==> config.mk <==
export PLATFORM = sky130hd
export DESIGN_NAME = bsg_manycore_endpoint_request_timestamper
export DESIGN_NICKNAME = d
export VERILOG_FILES = /design/src/rtl/bsg_manycore_timer_pkg.sv /design/src/rtl/bsg_cycle_counter.sv /design/src/rtl/bsg_manycore_timestamp_regfile.sv /design/src/rtl/bsg_manycore_endpoint_request_timestamper.sv
export SDC_FILE = /design/constraint.sdc
export NUM_CORES = 1
export LEC_CHECK = 0
export CORE_MARGIN = 3
export CORE_UTILIZATION = 57
export CTS_CLUSTER_DIAMETER = 80
export DETAILED_ROUTE_END_ITERATION = 6
export PLACE_DENSITY_LB_ADDON = 0.12
export SYNTH_ARGS = -nofsm -noshare
export SYNTH_HDL_FRONTEND = slang
export SYNTH_SLANG_ARGS = --single-unit
==> constraint.sdc <==
create_clock -name clk_i -period 15.3 [get_ports clk_i]
set_clock_uncertainty 0.15 [all_clocks]
set_input_delay 3.06 -clock clk_i [delete_from_list [all_inputs] [get_ports clk_i]]
set_output_delay 3.06 -clock clk_i [all_outputs]
set_load 0.02 [all_outputs]
==> src/rtl/bsg_manycore_timer_pkg.sv <==
// bsg_manycore_timer_pkg: shared state encoding and default timer address for the request timestamper
package bsg_manycore_timer_pkg;

    typedef enum logic [1:0] {E_EMPTY, E_BYPASS, E_STAMP} timestamper_state_e;

    localparam logic [15:0] timer_base_addr_gp = 16'h3AB5;

endpackage

==> src/rtl/bsg_cycle_counter.sv <==
// bsg_cycle_counter: free-running wrapping cycle counter
// clk_i/reset_i: clock and synchronous active-high reset; ctr_r_o: count, 0 in the first cycle after reset
module bsg_cycle_counter #(
    parameter int width_p = 32
) (
    input  logic               clk_i,
    input  logic               reset_i,
    output logic [width_p-1:0] ctr_r_o
);

    always_ff @(posedge clk_i)
        ctr_r_o <= reset_i ? '0 : ctr_r_o + 1'b1;

endmodule

==> src/rtl/bsg_manycore_timestamp_regfile.sv <==
// bsg_manycore_timestamp_regfile: per-tag last-stamp storage with delta subtract
// w_v_i/tag_i/time_i: record time_i as tag_i's latest stamp; delta_o: time_i minus tag_i's previous stamp
module bsg_manycore_timestamp_regfile #(
    parameter int num_tags_p    = 4,
    parameter int timer_width_p = 64,
    parameter int tag_width_p   = 2
) (
    input  logic                     clk_i,
    input  logic                     reset_i,
    input  logic                     w_v_i,
    input  logic [tag_width_p-1:0]   tag_i,
    input  logic [timer_width_p-1:0] time_i,
    output logic [timer_width_p-1:0] delta_o
);

    logic [timer_width_p-1:0] last_r [num_tags_p];

    // a never-stamped tag holds 0, so its first delta is the absolute time
    assign delta_o = time_i - last_r[tag_i];

    always_ff @(posedge clk_i) begin
        if (reset_i)
            for (int i = 0; i < num_tags_p; i++) last_r[i] <= '0;
        else if (w_v_i)
            last_r[tag_i] <= time_i;
    end

endmodule

==> src/rtl/bsg_manycore_endpoint_request_timestamper.sv <==
// bsg_manycore_endpoint_request_timestamper: passes requests to the host, turning timer-window writes into multi-beat timestamp records
// request side: v_i/yumi_o with data_i, mask_i, addr_i, we_i, src_*_cord_i
// host side: v_o/rdy_i with data_o, mask_o, addr_o, we_o, src_*_cord_o, last_o (final beat of a record)
module bsg_manycore_endpoint_request_timestamper
    import bsg_manycore_timer_pkg::*;
#(
    parameter int          x_cord_width_p    = 4,
    parameter int          y_cord_width_p    = 4,
    parameter int          addr_width_p      = 20,
    parameter int          data_width_p      = 32,
    parameter int          timer_width_p     = 64,
    parameter int unsigned timer_base_addr_p = timer_base_addr_gp,
    parameter int          num_tags_p        = 4,
    parameter bit          delta_mode_p      = 1'b0
) (
    input  logic                      clk_i,
    input  logic                      reset_i,
    input  logic                      v_i,
    output logic                      yumi_o,
    input  logic [data_width_p-1:0]   data_i,
    input  logic [data_width_p/8-1:0] mask_i,
    input  logic [addr_width_p-1:0]   addr_i,
    input  logic                      we_i,
    input  logic [x_cord_width_p-1:0] src_x_cord_i,
    input  logic [y_cord_width_p-1:0] src_y_cord_i,
    output logic                      v_o,
    input  logic                      rdy_i,
    output logic [data_width_p-1:0]   data_o,
    output logic [data_width_p/8-1:0] mask_o,
    output logic [addr_width_p-1:0]   addr_o,
    output logic                      we_o,
    output logic [x_cord_width_p-1:0] src_x_cord_o,
    output logic [y_cord_width_p-1:0] src_y_cord_o,
    output logic                      last_o
);

    localparam int beats_lp      = timer_width_p / data_width_p;
    localparam int tag_width_lp  = num_tags_p > 1 ? $clog2(num_tags_p) : 1;
    localparam int beat_width_lp = beats_lp > 1 ? $clog2(beats_lp) : 1;
    localparam logic [addr_width_p:0] base_lp = (addr_width_p+1)'(timer_base_addr_p);

    timestamper_state_e state_r;
    logic [beat_width_lp-1:0] beat_r;
    logic [beats_lp-1:0][data_width_p-1:0] record_r;
    logic [data_width_p-1:0] data_r;
    logic [data_width_p/8-1:0] mask_r;
    logic [timer_width_p-1:0] ctr, stamp_val;
    logic [addr_width_p:0] addr_off;
    logic is_stamp, last_beat, xfer, done;

    bsg_cycle_counter #(.width_p(timer_width_p)) ctr_inst (
        .clk_i   (clk_i),
        .reset_i (reset_i),
        .ctr_r_o (ctr)
    );

    // one extra bit keeps addresses below the base from wrapping into the window
    assign addr_off  = {1'b0, addr_i} - base_lp;
    assign is_stamp  = we_i & ({1'b0, addr_i} >= base_lp) & (addr_off < (addr_width_p+1)'(num_tags_p));
    assign last_beat = beat_r == beat_width_lp'(beats_lp - 1);
    assign xfer      = v_o & rdy_i;
    assign done      = xfer & ((state_r == E_BYPASS) | ((state_r == E_STAMP) & last_beat));
    // accepting while the held packet leaves gives one packet or beat per cycle
    assign yumi_o    = v_i & ~reset_i & ((state_r == E_EMPTY) | done);

    generate
        if (delta_mode_p) begin : g_delta
            bsg_manycore_timestamp_regfile #(
                .num_tags_p    (num_tags_p),
                .timer_width_p (timer_width_p),
                .tag_width_p   (tag_width_lp)
            ) regfile_inst (
                .clk_i   (clk_i),
                .reset_i (reset_i),
                .w_v_i   (yumi_o & is_stamp),
                .tag_i   (addr_off[tag_width_lp-1:0]),
                .time_i  (ctr),
                .delta_o (stamp_val)
            );
        end else begin : g_abs
            assign stamp_val = ctr;
        end
    endgenerate

    always_ff @(posedge clk_i) begin
        if (reset_i) begin
            state_r <= E_EMPTY;
            beat_r  <= '0;
        end else if (yumi_o) begin
            state_r <= is_stamp ? E_STAMP : E_BYPASS;
            beat_r  <= '0;
        end else if (done) begin
            state_r <= E_EMPTY;
            beat_r  <= '0;
        end else if (xfer & (state_r == E_STAMP)) begin
            beat_r  <= beat_r + 1'b1;
        end
    end

    always_ff @(posedge clk_i) begin
        if (yumi_o) begin
            record_r     <= stamp_val;
            data_r       <= data_i;
            mask_r       <= mask_i;
            addr_o       <= addr_i;
            we_o         <= we_i;
            src_x_cord_o <= src_x_cord_i;
            src_y_cord_o <= src_y_cord_i;
        end
    end

    assign v_o    = state_r != E_EMPTY;
    assign last_o = (state_r == E_BYPASS) | ((state_r == E_STAMP) & last_beat);
    assign data_o = state_r == E_STAMP ? record_r[beat_r] : data_r;
    assign mask_o = state_r == E_STAMP ? '1 : mask_r;

endmodule

### Word level (Yosys, flattened, before mapping)

Cells that the tools add are included.
W data, S select, Z words.

* add/subtract/negate cells: 3
* magnitude comparators: 3
* equal/unequal tests: 2
* multiplexer cells: 7
* bitwise logic cells: 11
* reductions and logical operators: 4

Operator list (number)
* $mux W32: 3
* $add A64 B1 Y64 const B: 1
* $lt A21 B3 Y1 const B: 1
* $sub A20 B14 Y21 const B: 1
* $ge A20 B14 Y1 const B: 1
* $and A1 B1 Y1: 8
* $mux W2: 3
* $mux W4: 1
* $reduce_bool A2 Y1: 2
* $reduce_or A3 Y1: 1
* $eq A2 B1 Y1 const B: 1
* $eq A2 B2 Y1 const B: 1
* $logic_not A2 Y1: 1
* $lt A1 B2 Y1 const B: 1
* $or A1 B1 Y1: 2
* $add A1 B1 Y1 const B: 1
* $not A1 Y1: 1

* register bits after elaboration: 196
* input bits: 69
* logic and storage cells: 41

### Depth between registers and ports, before layout

Gate-level depths: netlist (run 1).

* word-level depth: 7
* depth in mapped cells: 8
* gate-level depth less buffers: 6

### By module

From an unflattened synthesis (run 1), not the netlist that was laid out.

* cells, all modules: 657
* area, all modules: 7980.2 µm²

By module, submodules not included
* bsg_manycore_endpoint_request_timestamper: instances 1, cells an instance 314, area an instance 5049.8 µm², sequential area each 3933.8 µm²
* bsg_cycle_counter: instances 1, cells an instance 343, area an instance 2930.3 µm², sequential area each 1281.2 µm²

### Worst setup path after synthesis (run 1)

OpenSTA, ideal clock, no wires.

* path kind: in2out
* start: input rdy_i
* end: output yumi_o
* arrival time: 6.454 ns
* slack: 5.636 ns
* cell stages on the path: 3
* path buffers: 0
* cell sequence: nand2_1 -> o22ai_1 -> and3b_1

* longest elaborated chain between the ends: 4

RTL lines
* start: declaration: line bsg_manycore_endpoint_request_timestamper.sv:27 `input logic rdy_i,`
* $and A1 B1 Y1: line bsg_manycore_endpoint_request_timestamper.sv:61 `assign xfer = v_o & rdy_i;`
* $and A1 B1 Y1: line bsg_manycore_endpoint_request_timestamper.sv:62 `assign done = xfer & ((state_r == E_BYPASS) | ((state_r == E_STAMP) & last_beat));`
* $or A1 B1 Y1: line bsg_manycore_endpoint_request_timestamper.sv:64 `assign yumi_o = v_i & ~reset_i & ((state_r == E_EMPTY) | done);`
* $and A1 B1 Y1: line bsg_manycore_endpoint_request_timestamper.sv:64
* end: declaration: line bsg_manycore_endpoint_request_timestamper.sv:19 `output logic yumi_o,`

Every way passes these cells.

### Worst setup path after layout (run 1)

Same ends and word-level chain as after synthesis.

==> flow_summary.rst, run 1 <==
.. list-table::
   :header-rows: 1

   * - Metric
     - Value
   * - Top post-synthesis cells by count
     - sky130_fd_sc_hd__edfxtp_1 (129), sky130_fd_sc_hd__dfxtp_1 (67), sky130_fd_sc_hd__nor2_1 (65), sky130_fd_sc_hd__nand2_1 (63), sky130_fd_sc_hd__o21ai_0 (48)
   * - Final setup fails
     - 0
   * - Routed via count divided by cell count
     - 5.49
   * - Vias
     - 5223
   * - Max rail drop VDD
     - approximately 0.067 mV
   * - Number of top-level pins
     - approximately 140
   * - Number of enable-type register cells in the synthesized netlist
     - ~130
   * - Average cell area after synthesis
     - around 12 µm²
   * - Ratio of cells with drive above 1 in the final layout
     - 0.0735
   * - Part of the power in registers
     - 0.549
   * - Largest incremental delay on the critical path
     - approximately 0.8 ns
   * - Share of the synthesized area in the top cell type
     - 0.494
   * - Number of CTS-inserted buffers
     - 17
   * - Multi-input combinational cell area
     - between 2000 and 2500 µm²
   * - Post-CTS Resized
     - 0
   * - Master of the slowest instance on the critical path
     - sky130_fd_sc_hd__and3b_4
   * - Area growth, synth to finish
     - 25.8%
   * - Distinct cell type count after synthesis
     - between 40 and 50
   * - Final Max Tran Viols
     - 0
   * - Clk Tree Root Cell
     - sky130_fd_sc_hd__clkbuf_16
   * - Max Cap Viol
     - 0
   * - Pre-CTS setup slack
     - between 6 and 7 ns
   * - Dominant delay contributor by cell family on the critical path
     - buffers and inverters
   * - Portion of the clock cycle consumed by the worst path in the final layout
     - 0.574
   * - Library cell with the highest instance count after synthesis
     - sky130_fd_sc_hd__edfxtp_1
   * - Top cells by area, synth
     - sky130_fd_sc_hd__edfxtp_1 (49%), sky130_fd_sc_hd__dfxtp_1 (17%), sky130_fd_sc_hd__xnor2_1 (4.6%)
   * - Largest fanout on the critical path
     - between 50 and 60
   * - Final period demand of the worst path
     - between 8 and 9 ns
   * - Final global-route overflow total
     - 0
   * - Post-synthesis cell type with the largest combined area
     - sky130_fd_sc_hd__edfxtp_1
   * - Synthesized cell area
     - ~7800 µm²
   * - Wire length of the first global-routing pass
     - 24700 µm
   * - Data arrival time of the worst path
     - roughly 5.6 ns
   * - Row Count
     - 42
   * - Die X-Extent
     - about 120 µm
   * - H-tree depth
     - 4
   * - Clock tree from TritonCTS
     - built
   * - Main synth FF type
     - sky130_fd_sc_hd__edfxtp_1
   * - Number of fill cells
     - slightly above 900
   * - Power density relative to cell area
     - about 110 nW/µm²
   * - Number of standard cells after synthesis
     - around 630
   * - Drt first-iter violations
     - about 380
   * - Clock-pin slew reported for the worst setup and hold paths after clock tree synthesis
     - around 0.070 ns
   * - Measured slew at the worst slew-check pin
     - ~1.2 ns
   * - Kind of end point of the critical path
     - output pin
   * - Largest net degree at the start of global routing
     - between 70 and 80
   * - Height of the chip
     - ~120 µm
   * - Clk pwr share
     - 0.391
   * - Port buffer count
     - 136
   * - Switching Fraction
     - 0.203
   * - Number of storage elements in the synthesis netlist
     - just under 200
   * - Final hold vios
     - 0
   * - GR Util All Layers
     - 0.213
   * - Crit Path Class
     - input port to output pin
   * - Timing-limited maximum frequency
     - between 100 and 150 MHz
   * - Unrepaired setup endpoints after global routing
     - false
   * - Post-CTS Hold Fix Bufs
     - 0
   * - Hold Path Class
     - flop to flop
   * - Detailed placement HPWL
     - approximately 10000 µm
   * - Proportion of register bits with asynchronous set or reset after synthesis
     - 0
   * - Critical path required time
     - around 12 ns
   * - Drt pass-1 iters
     - 6
   * - Area of the core
     - between 10000 and 15000 µm²
   * - Net count of the mapped netlist
     - 704
   * - Routability congestion estimate
     - between 0.8 and 0.9
   * - Max clock buf depth
     - 2
   * - Critical-path cell list
     - clkdlybuf4s50_1 > nand2_1 > o22ai_1 > and3b_4 > clkdlybuf4s50_1
   * - Source-to-sink clock delay at the later pin of the worst-skew pair
     - 0.43 ns
   * - Post CTS Setup Buffer Count
     - 0
   * - Total length of routed wires
     - ~16000 µm
   * - Sort of element at the start of the critical path
     - input port
   * - Internal portion of total power
     - about 0.00085 W
   * - Most prevalent standard cell on the critical path
     - sky130_fd_sc_hd__clkdlybuf4s50_1
   * - Leak Pwr
     - 3.25 nW
   * - Number of antenna violations at the first check in global routing
     - 1
   * - Run status
     - finished, final reports clean
   * - Sequential element share of the synthesized area
     - 0.665
   * - Final net count
     - between 800 and 900
   * - Switching pwr
     - roughly 0.00022 W
   * - Number of DRC violations after detailed routing
     - 0
   * - Num Clock Sinks
     - between 150 and 200
   * - Starting density of the core
     - 0.588
   * - Logic pwr share
     - 0.060
   * - Average wire per standard cell
     - 16.4 µm
   * - Number of global-route vias before repair
     - 4938
   * - Number of routed nets with antenna violations
     - 0
   * - Die outline area
     - 15200 µm²
   * - Seq. cell area
     - between 5000 and 6000 µm²
   * - Number of buffer and inverter stages on the critical path
     - 2
   * - Worst max-slew margin expressed relative to the limit
     - 0.170
   * - Total negative slack for setup checks
     - 0 ns
   * - Number of antenna diodes
     - 0
   * - Final worst setup slack
     - 6.52 ns
   * - Warnings from Yosys
     - 0
final timing paths:
path / slack [ns] / from / end / depth (start not counted)
max reg2reg: 11.14 / beat_r$_SDFFE_PP0P_ / state_r[0]$_SDFFE_PP0P_ / 7
min reg2reg: 0.32 / ctr_inst.ctr_r_o[63]$_SDFF_PP0_ / record_r[63]$_DFFE_PP_ / 0
max: 6.52 / rdy_i / yumi_o / 5
min: 0.32 / ctr_inst.ctr_r_o[63]$_SDFF_PP0_ / record_r[63]$_DFFE_PP_ / 0
kinds of logic after synthesis:
| group | after synthesis | share of synthesized area |
|---|---|---|
| muxes | 32 | 0.0408 |
| and+or+nand+nor | 238 | 0.161 |
| DFF | 196 | 0.665 |
| adders and majority gates | 1 | 0.00160 |
| xor gates and xnor gates | 55 | 0.0614 |
| AOI/OAI and AO/OA | 69 | 0.0467 |
| buffers and inverters | 43 | 0.0238 |
power by group through the flow:
stage               Sequential, W  Combinational, W  Clock (W)
CTS                      0.000583         0.0000639   0.000422
global placement         0.000594         0.0000620          0
global route             0.000584         0.0000680   0.000444
finish                   0.000583         0.0000634   0.000416
floorplan                0.000599         0.0000208          0
detailed placement       0.000594         0.0000634          0
flip-flops by register name, summed over array words and instances, names as in the netlist:
name	cells
addr_o	20
beat_r	1
ctr_inst.ctr_r_o	64
data_r	32
mask_r	4
record_r	64
src_x_cord_o	4
src_y_cord_o	4
state_r	2
we_o	1
area by class of cell:
class                   count  share of cell area
multi-input cells         395               0.248
clock buffers              22              0.0482
flip-flops and latches    196               0.529
repair buffers            138               0.139
clock inverters            10             0.00786
well taps                 176              0.0223
inverters                  15             0.00571
cells in the final DEF (no fill, tap or decap), drive strengths merged, types with 8 or more instances in the layout:
master,instances
clkdlybuf4s50,135
edfxtp,129
dfxtp,67
nor2,65
nand2,63
o21ai,48
xnor2,41
mux2i,32
nor3,25
clkbuf,22
nand3,18
inv,17
xor2,14
a21oi,13
nand4,13
nor4,12
or3,8
metal layers:
layer | up-vias | part of all wire | GRT usage
li1 | 2533 | - | -
met1 | 2480 | 0.43 | 0.273
met2 | 183 | 0.48 | 0.340
met3 | 25 | 0.068 | 0.0586
met4 | 2 | 0.021 | 0.0920
met5 | - | 0.00083 | 0
metrics by stage:
step | std cells | area, µm² | hold slack (ns) | total power (W) | utilization
4_1_cts | 952 | 9860 | 0.317 | 0.00107 | 0.739
6_report | 952 | 9860 | 0.315 | 0.00106 | 0.739
3_5_place_dp | 920 | 9310 | 0.297 | 0.000658 | 0.698
5_1_grt | 952 | 9860 | 0.333 | 0.00110 | 0.739
3_3_place_gp | 920 | 9310 | 0.290 | 0.000656 | 0.698
2_1_floorplan | 634 | 7840 | 0.279 | 0.000620 | -
worst reg2reg max path: cells and delay by family (launching register included):
kind            cells  cell delay [ns]
simple gates        4             1.40
buf+inv             1             0.91
compound gates      2             0.56
flops               1             1.04
Note: power is estimated with default switching activity, not from simulation.
==> run 2, diff against run 1 <==
CORE_UTILIZATION = 53   (was 57)
clock period = 8.94 ns   (was 15.3 ns; I/O delays follow)
==> flow_summary.rst, run 2 (synthesized netlist as in run 1, its figures left out) <==
.. list-table::
   :header-rows: 1

   * - Metric
     - Value
   * - Switching pwr
     - about 0.00038 W
   * - Multi-input combinational cell area
     - around 2400 µm²
   * - Seq. cell area
     - between 5000 and 6000 µm²
   * - Final core area utilization
     - 0.701
   * - Post CTS Setup Buffer Count
     - 0
   * - Drt first-iter violations
     - about 380
   * - Post-CTS Hold Fix Bufs
     - 0
   * - Most common cell after layout, fill and taps aside
     - sky130_fd_sc_hd__clkdlybuf4s50_1
   * - Number of global-route vias before repair
     - about 4900
   * - Run status
     - finished, final reports clean
   * - Post-CTS Resized
     - 0
   * - Final setup fails
     - 0
   * - Total length of routed wires
     - about 15000 µm
   * - R2r startpoint
     - beat_r$_SDFFE_PP0P_
   * - Average wire per standard cell
     - 16.2 µm
   * - Number of DRC violations after detailed routing
     - 0
   * - Critical path required time
     - 7.00 ns
   * - Routed via count divided by cell count
     - 5.37
   * - Largest fanout on the critical path
     - 4
   * - H-tree depth
     - 4
   * - Area growth, synth to finish
     - 26.5%
   * - Largest net degree at the start of global routing
     - 70
   * - Biggest regs
     - ctr_inst.ctr_r_o: 64 flops, record_r: 64 flops, data_r: 32 flops
   * - Power density relative to cell area
     - 189 nW/µm²
   * - Area of the core
     - roughly 14000 µm²
   * - Clock-pin slew reported for the worst setup and hold paths after clock tree synthesis
     - about 0.06 ns
   * - Die X-Extent
     - between 100 and 150 µm
   * - Drt pass-1 iters
     - 4
   * - Total negative slack for setup checks
     - 0 ns
   * - Final net count
     - between 800 and 900
   * - Crit path to
     - yumi_o
   * - Port buffer count
     - 136
   * - Starting density of the core
     - 0.554
   * - Start point of the critical path
     - rdy_i
   * - Wire length of the first global-routing pass
     - approximately 25000 µm
   * - Portion of the clock cycle consumed by the worst path in the final layout
     - 0.619
   * - Timing-limited maximum frequency
     - about 180 MHz
   * - Vias
     - 5136
   * - Number of antenna diodes
     - 0
   * - Height of the chip
     - between 100 and 150 µm
   * - Number of routed nets with antenna violations
     - 0
   * - Ratio of cells with drive above 1 in the final layout
     - 0.0734
   * - Clk Tree Root Cell
     - sky130_fd_sc_hd__clkbuf_16
   * - Unrepaired setup endpoints after global routing
     - false
   * - Row Count
     - 43
   * - Final period demand of the worst path
     - 5.53 ns
   * - Source-to-sink clock delay at the later pin of the worst-skew pair
     - roughly 0.43 ns
   * - Internal portion of total power
     - 0.00149 W
   * - Part of the power in registers
     - 0.533
   * - Crit Path Class
     - input port to output pin
   * - Max rail drop VDD
     - ~0.12 mV
   * - Sort of element at the start of the critical path
     - input port
   * - Data arrival time of the worst path
     - 3.59 ns
   * - Logic pwr share
     - 0.058
   * - Switching Fraction
     - 0.201
   * - Hold Path Class
     - flop to flop
   * - Cell depth of the worst flop-to-flop path
     - 5
   * - Final Max Tran Viols
     - 0
   * - Clk pwr share
     - 0.409
   * - Num Clock Sinks
     - slightly below 200
   * - Measured slew at the worst slew-check pin
     - around 1.2 ns
   * - Final hold vios
     - 0
   * - Commonest non-fill, non-tap cells in the layout
     - sky130_fd_sc_hd__clkdlybuf4s50_1 (135), sky130_fd_sc_hd__edfxtp_1 (129), sky130_fd_sc_hd__dfxtp_1 (66), sky130_fd_sc_hd__nor2_1 (65), sky130_fd_sc_hd__nand2_1 (62)
   * - Capturing point of the worst reg2reg path
     - record_r[15]$_DFFE_PP_
   * - Routability congestion estimate
     - a little under 0.8
   * - Number of fill cells
     - just under 1000
   * - Worst max-slew margin expressed relative to the limit
     - 0.200
   * - Max Cap Viol
     - 0
   * - Die outline area
     - roughly 16000 µm²
   * - Number of top-level pins
     - ~140
   * - Number of antenna violations at the first check in global routing
     - 0
   * - Final global-route overflow total
     - 0
   * - GR Util All Layers
     - 0.196
   * - Number of CTS-inserted buffers
     - 17
   * - Detailed placement HPWL
     - just over 10000 µm
   * - Clock tree from TritonCTS
     - built
   * - Leak Pwr
     - 3.26 nW
   * - Reg2Reg Setup Slack
     - 5.11 ns
   * - Kind of end point of the critical path
     - output pin
   * - Max clock buf depth
     - 2
-- run 2: cell type report --
type | count | area share
Sequential cell | 196 | 0.526
Timing Repair Buffer | 139 | 0.139
Clock inverter | 9 | 0.00996
Multi-Input combinational cell | 395 | 0.247
Clock buffer | 23 | 0.0504
Inverter | 15 | 0.00567
Tap cell | 180 | 0.0227
-- run 2: metal layers --
metal,track usage,vias up,wire length (µm)
li1,-,2515,-
met1,0.275,2427,6900
met2,0.302,168,7290
met3,0.0439,26,997
met4,0.0712,0,307
met5,0,-,0
-- run 2: critical path, stage by stage --
cell	delay (ns)
sky130_fd_sc_hd__clkdlybuf4s50_1	0.54
sky130_fd_sc_hd__nand2_1	0.12
sky130_fd_sc_hd__o22ai_1	0.24
sky130_fd_sc_hd__and3b_4	0.25
sky130_fd_sc_hd__clkdlybuf4s50_1	0.65
-- run 2: worst min path at each step --
| stage | startpoint | endpoint | slack (ns) | depth (start not counted) |
|---|---|---|---|---|
| 6_report | ctr_inst.ctr_r_o[63]$_SDFF_PP0_ | record_r[63]$_DFFE_PP_ | 0.32 | 0 |
| 5_1_grt | ctr_inst.ctr_r_o[63]$_SDFF_PP0_ | record_r[63]$_DFFE_PP_ | 0.32 | 0 |
| 4_1_cts | ctr_inst.ctr_r_o[63]$_SDFF_PP0_ | record_r[63]$_DFFE_PP_ | 0.32 | 0 |
| 3_5_place_dp | ctr_inst.ctr_r_o[63]$_SDFF_PP0_ | record_r[63]$_DFFE_PP_ | 0.30 | 0 |
| 3_3_place_gp | ctr_inst.ctr_r_o[63]$_SDFF_PP0_ | record_r[63]$_DFFE_PP_ | 0.29 | 0 |
| 2_1_floorplan | ctr_inst.ctr_r_o[63]$_SDFF_PP0_ | record_r[63]$_DFFE_PP_ | 0.28 | 0 |
-- run 2: power groups by stage --
stage          clock network (W)  registers, W  logic (W)
2_1_floorplan                  0       0.00103  0.0000356
3_3_place_gp                   0       0.00102   0.000107
3_5_place_dp                   0       0.00102   0.000109
4_1_cts                 0.000778      0.000998   0.000110
5_1_grt                 0.000811      0.000999   0.000117
6_report                0.000765      0.000998   0.000108
-- run 2: stage by stage --
| stage | instances | hold slack, ns | cell area (µm²) | power (W) | setup slack, ns |
|---|---|---|---|---|---|
| 2_1_floorplan | 634 | 0.279 | 7840 | 0.00106 | 1.82 |
| 3_3_place_gp | 925 | 0.295 | 9320 | 0.00112 | 3.48 |
| 3_5_place_dp | 925 | 0.301 | 9320 | 0.00113 | 3.42 |
| 4_1_cts | 957 | 0.316 | 9920 | 0.00189 | 3.41 |
| 5_1_grt | 957 | 0.322 | 9920 | 0.00193 | 3.33 |
| 6_report | 957 | 0.315 | 9920 | 0.00187 | 3.41 |
==> run 3, diff against run 2 <==
CORE_UTILIZATION = 48   (was 53)
clock period = 4.75 ns   (was 8.94 ns; I/O delays follow)
==> flow_summary.rst, run 3 (synthesized netlist as in run 1, its figures left out) <==
.. list-table::
   :header-rows: 1

   * - Metric
     - Value
   * - Part of the power in registers
     - 0.544
   * - Ratio of cells with drive above 1 in the final layout
     - 0.0695
   * - Final global-route overflow total
     - 0
   * - Area of the core
     - between 15000 and 20000 µm²
   * - Largest net degree at the start of global routing
     - ~130
   * - Clock-pin slew reported for the worst setup and hold paths after clock tree synthesis
     - roughly 0.060 ns
   * - Post-CTS Resized
     - 0
   * - Area growth, synth to finish
     - 26.8%
   * - Sort of element at the start of the critical path
     - flop
   * - Number of fill cells
     - about 1300
   * - Measured slew at the worst slew-check pin
     - 1.15 ns
   * - Source-to-sink clock delay at the later pin of the worst-skew pair
     - about 0.43 ns
   * - Final Max Tran Viols
     - 0
   * - Final setup fails
     - 0
   * - Row Count
     - 46
   * - Final period demand of the worst path
     - between 3 and 4 ns
   * - Number of CTS-inserted buffers
     - 17
   * - Wire length of the first global-routing pass
     - between 20000 and 30000 µm
   * - Routability congestion estimate
     - between 0.7 and 0.8
   * - Multi-input combinational cell area
     - approximately 2400 µm²
   * - Post CTS Setup Buffer Count
     - 0
   * - Die outline area
     - 17900 µm²
   * - Number of antenna violations at the first check in global routing
     - 1
   * - Power density relative to cell area
     - between 300 and 400 nW/µm²
   * - Clk Tree Root Cell
     - sky130_fd_sc_hd__clkbuf_16
   * - Reg2Reg Setup Slack
     - 1.79 ns
   * - Max Cap Viol
     - 0
   * - Total negative slack for setup checks
     - 0 ns
   * - Number of routed nets with antenna violations
     - 0
   * - Most common cell after layout, fill and taps aside
     - sky130_fd_sc_hd__clkdlybuf4s50_1
   * - Max clock buf depth
     - 2
   * - Final net count
     - about 830
   * - Kind of end point of the critical path
     - output pin
   * - Routed via count divided by cell count
     - 5.13
   * - Run status
     - finished, final reports clean
   * - Port buffer count
     - roughly 140
   * - Height of the chip
     - between 100 and 150 µm
   * - Die X-Extent
     - between 100 and 150 µm
   * - Seq. cell area
     - about 5200 µm²
   * - Data arrival time of the worst path
     - ~2.8 ns
   * - Starting density of the core
     - 0.492
   * - Max rail drop VDD
     - 0.263 mV
   * - Biggest regs
     - ctr_inst.ctr_r_o: 64 flops, record_r: 64 flops, data_r: 32 flops
   * - H-tree depth
     - 4
   * - Unrepaired setup endpoints after global routing
     - false
   * - Logic pwr share
     - 0.059
   * - Num Clock Sinks
     - ~200
   * - Post-layout power
     - approximately 0.0034 W
   * - Number of DRC violations after detailed routing
     - 0
   * - Leak Pwr
     - roughly 3.2 nW
   * - Switching pwr
     - approximately 0.00069 W
   * - Number of global-route vias before repair
     - slightly above 5000
   * - Clk pwr share
     - 0.396
   * - Final hold vios
     - 0
   * - Number of antenna diodes
     - 0
   * - Portion of the clock cycle consumed by the worst path in the final layout
     - 0.811
   * - Hold Path Class
     - flop to flop
   * - Switching Fraction
     - 0.200
   * - Post-CTS Hold Fix Bufs
     - 0
   * - Clock tree from TritonCTS
     - built
   * - Total length of routed wires
     - roughly 16000 µm
   * - GR Util All Layers
     - 0.183
   * - Average wire per standard cell
     - approximately 16 µm
   * - Critical path required time
     - approximately 3.7 ns
   * - Vias
     - roughly 5100
   * - Largest fanout on the critical path
     - 69
   * - Number of top-level pins
     - between 100 and 150
   * - Internal portion of total power
     - about 0.0028 W
   * - Drt pass-1 iters
     - 5
   * - Detailed placement HPWL
     - roughly 10000 µm
   * - Worst max-slew margin expressed relative to the limit
     - 0.230
   * - Crit Path Class
     - flop to output pin
   * - Commonest non-fill, non-tap cells in the layout
     - sky130_fd_sc_hd__clkdlybuf4s50_1 (135), sky130_fd_sc_hd__edfxtp_1 (129), sky130_fd_sc_hd__dfxtp_1 (66), sky130_fd_sc_hd__nor2_1 (65), sky130_fd_sc_hd__nand2_1 (62)
   * - Timing-limited maximum frequency
     - around 260 MHz
   * - Drt first-iter violations
     - between 300 and 400
## run 3: worst paths after layout
path                                                         to  cells after the start                           start
worst max-delay path                                 data_o[10]                      5         state_r[0]$_SDFFE_PP0P_
worst min-delay path             ctr_inst.ctr_r_o[0]$_SDFF_PP0_                      1  ctr_inst.ctr_r_o[0]$_SDFF_PP0_
worst max register to register  ctr_inst.ctr_r_o[43]$_SDFF_PP0_                      6  ctr_inst.ctr_r_o[2]$_SDFF_PP0_
worst min register to register   ctr_inst.ctr_r_o[0]$_SDFF_PP0_                      1  ctr_inst.ctr_r_o[0]$_SDFF_PP0_
## run 3: through the flow
| stage | hold WS [ns] | utilization | instances | setup slack (ns) | instance area, µm² |
|---|---|---|---|---|---|
| after global placement | 0.292 | 0.588 | 961 | 0.960 | 9380 |
| after detailed placement | 0.305 | 0.588 | 961 | 0.934 | 9380 |
| after floorplan | 0.279 | - | 634 | 0.777 | 7840 |
| final | 0.317 | 0.624 | 993 | 0.900 | 9940 |
| after global routing | 0.337 | 0.624 | 993 | 0.556 | 9940 |
| after CTS | 0.321 | 0.624 | 993 | 0.841 | 9940 |
## run 3: layout make-up
type                            count  share of cell area
Clock buffer                       27              0.0517
Clock inverter                      5             0.00491
Inverter                           15             0.00566
Multi-Input combinational cell    395               0.246
Sequential cell                   196               0.525
Tap cell                          216              0.0272
Timing Repair Buffer              139               0.140
## run 3: worst max-delay path, stage by stage (launching register included)
cell and delay, ns:
sky130_fd_sc_hd__dfxtp_1 0.43, sky130_fd_sc_hd__inv_1 0.11, sky130_fd_sc_hd__nand2_2 0.83, sky130_fd_sc_hd__nand2_1 0.13, sky130_fd_sc_hd__o21ai_0 0.15, sky130_fd_sc_hd__clkdlybuf4s50_1 0.67
## run 3: per-layer routing
metal / share of wire / track usage
met1: 0.47 / 0.254
met2: 0.48 / 0.291
met3: 0.049 / 0.0379
met4: 0.0065 / 0.0594
met5: 0 / 0
## run 3: power groups by stage
| stage | Clock (W) | Combinational (W) | Sequential (W) |
|---|---|---|---|
| after global placement | 0 | 0.000203 | 0.00191 |
| after CTS | 0.00140 | 0.000208 | 0.00188 |
| final | 0.00137 | 0.000205 | 0.00188 |
| after floorplan | 0 | 0.0000672 | 0.00193 |
| after detailed placement | 0 | 0.000207 | 0.00191 |
| after global routing | 0.00146 | 0.000221 | 0.00188 |
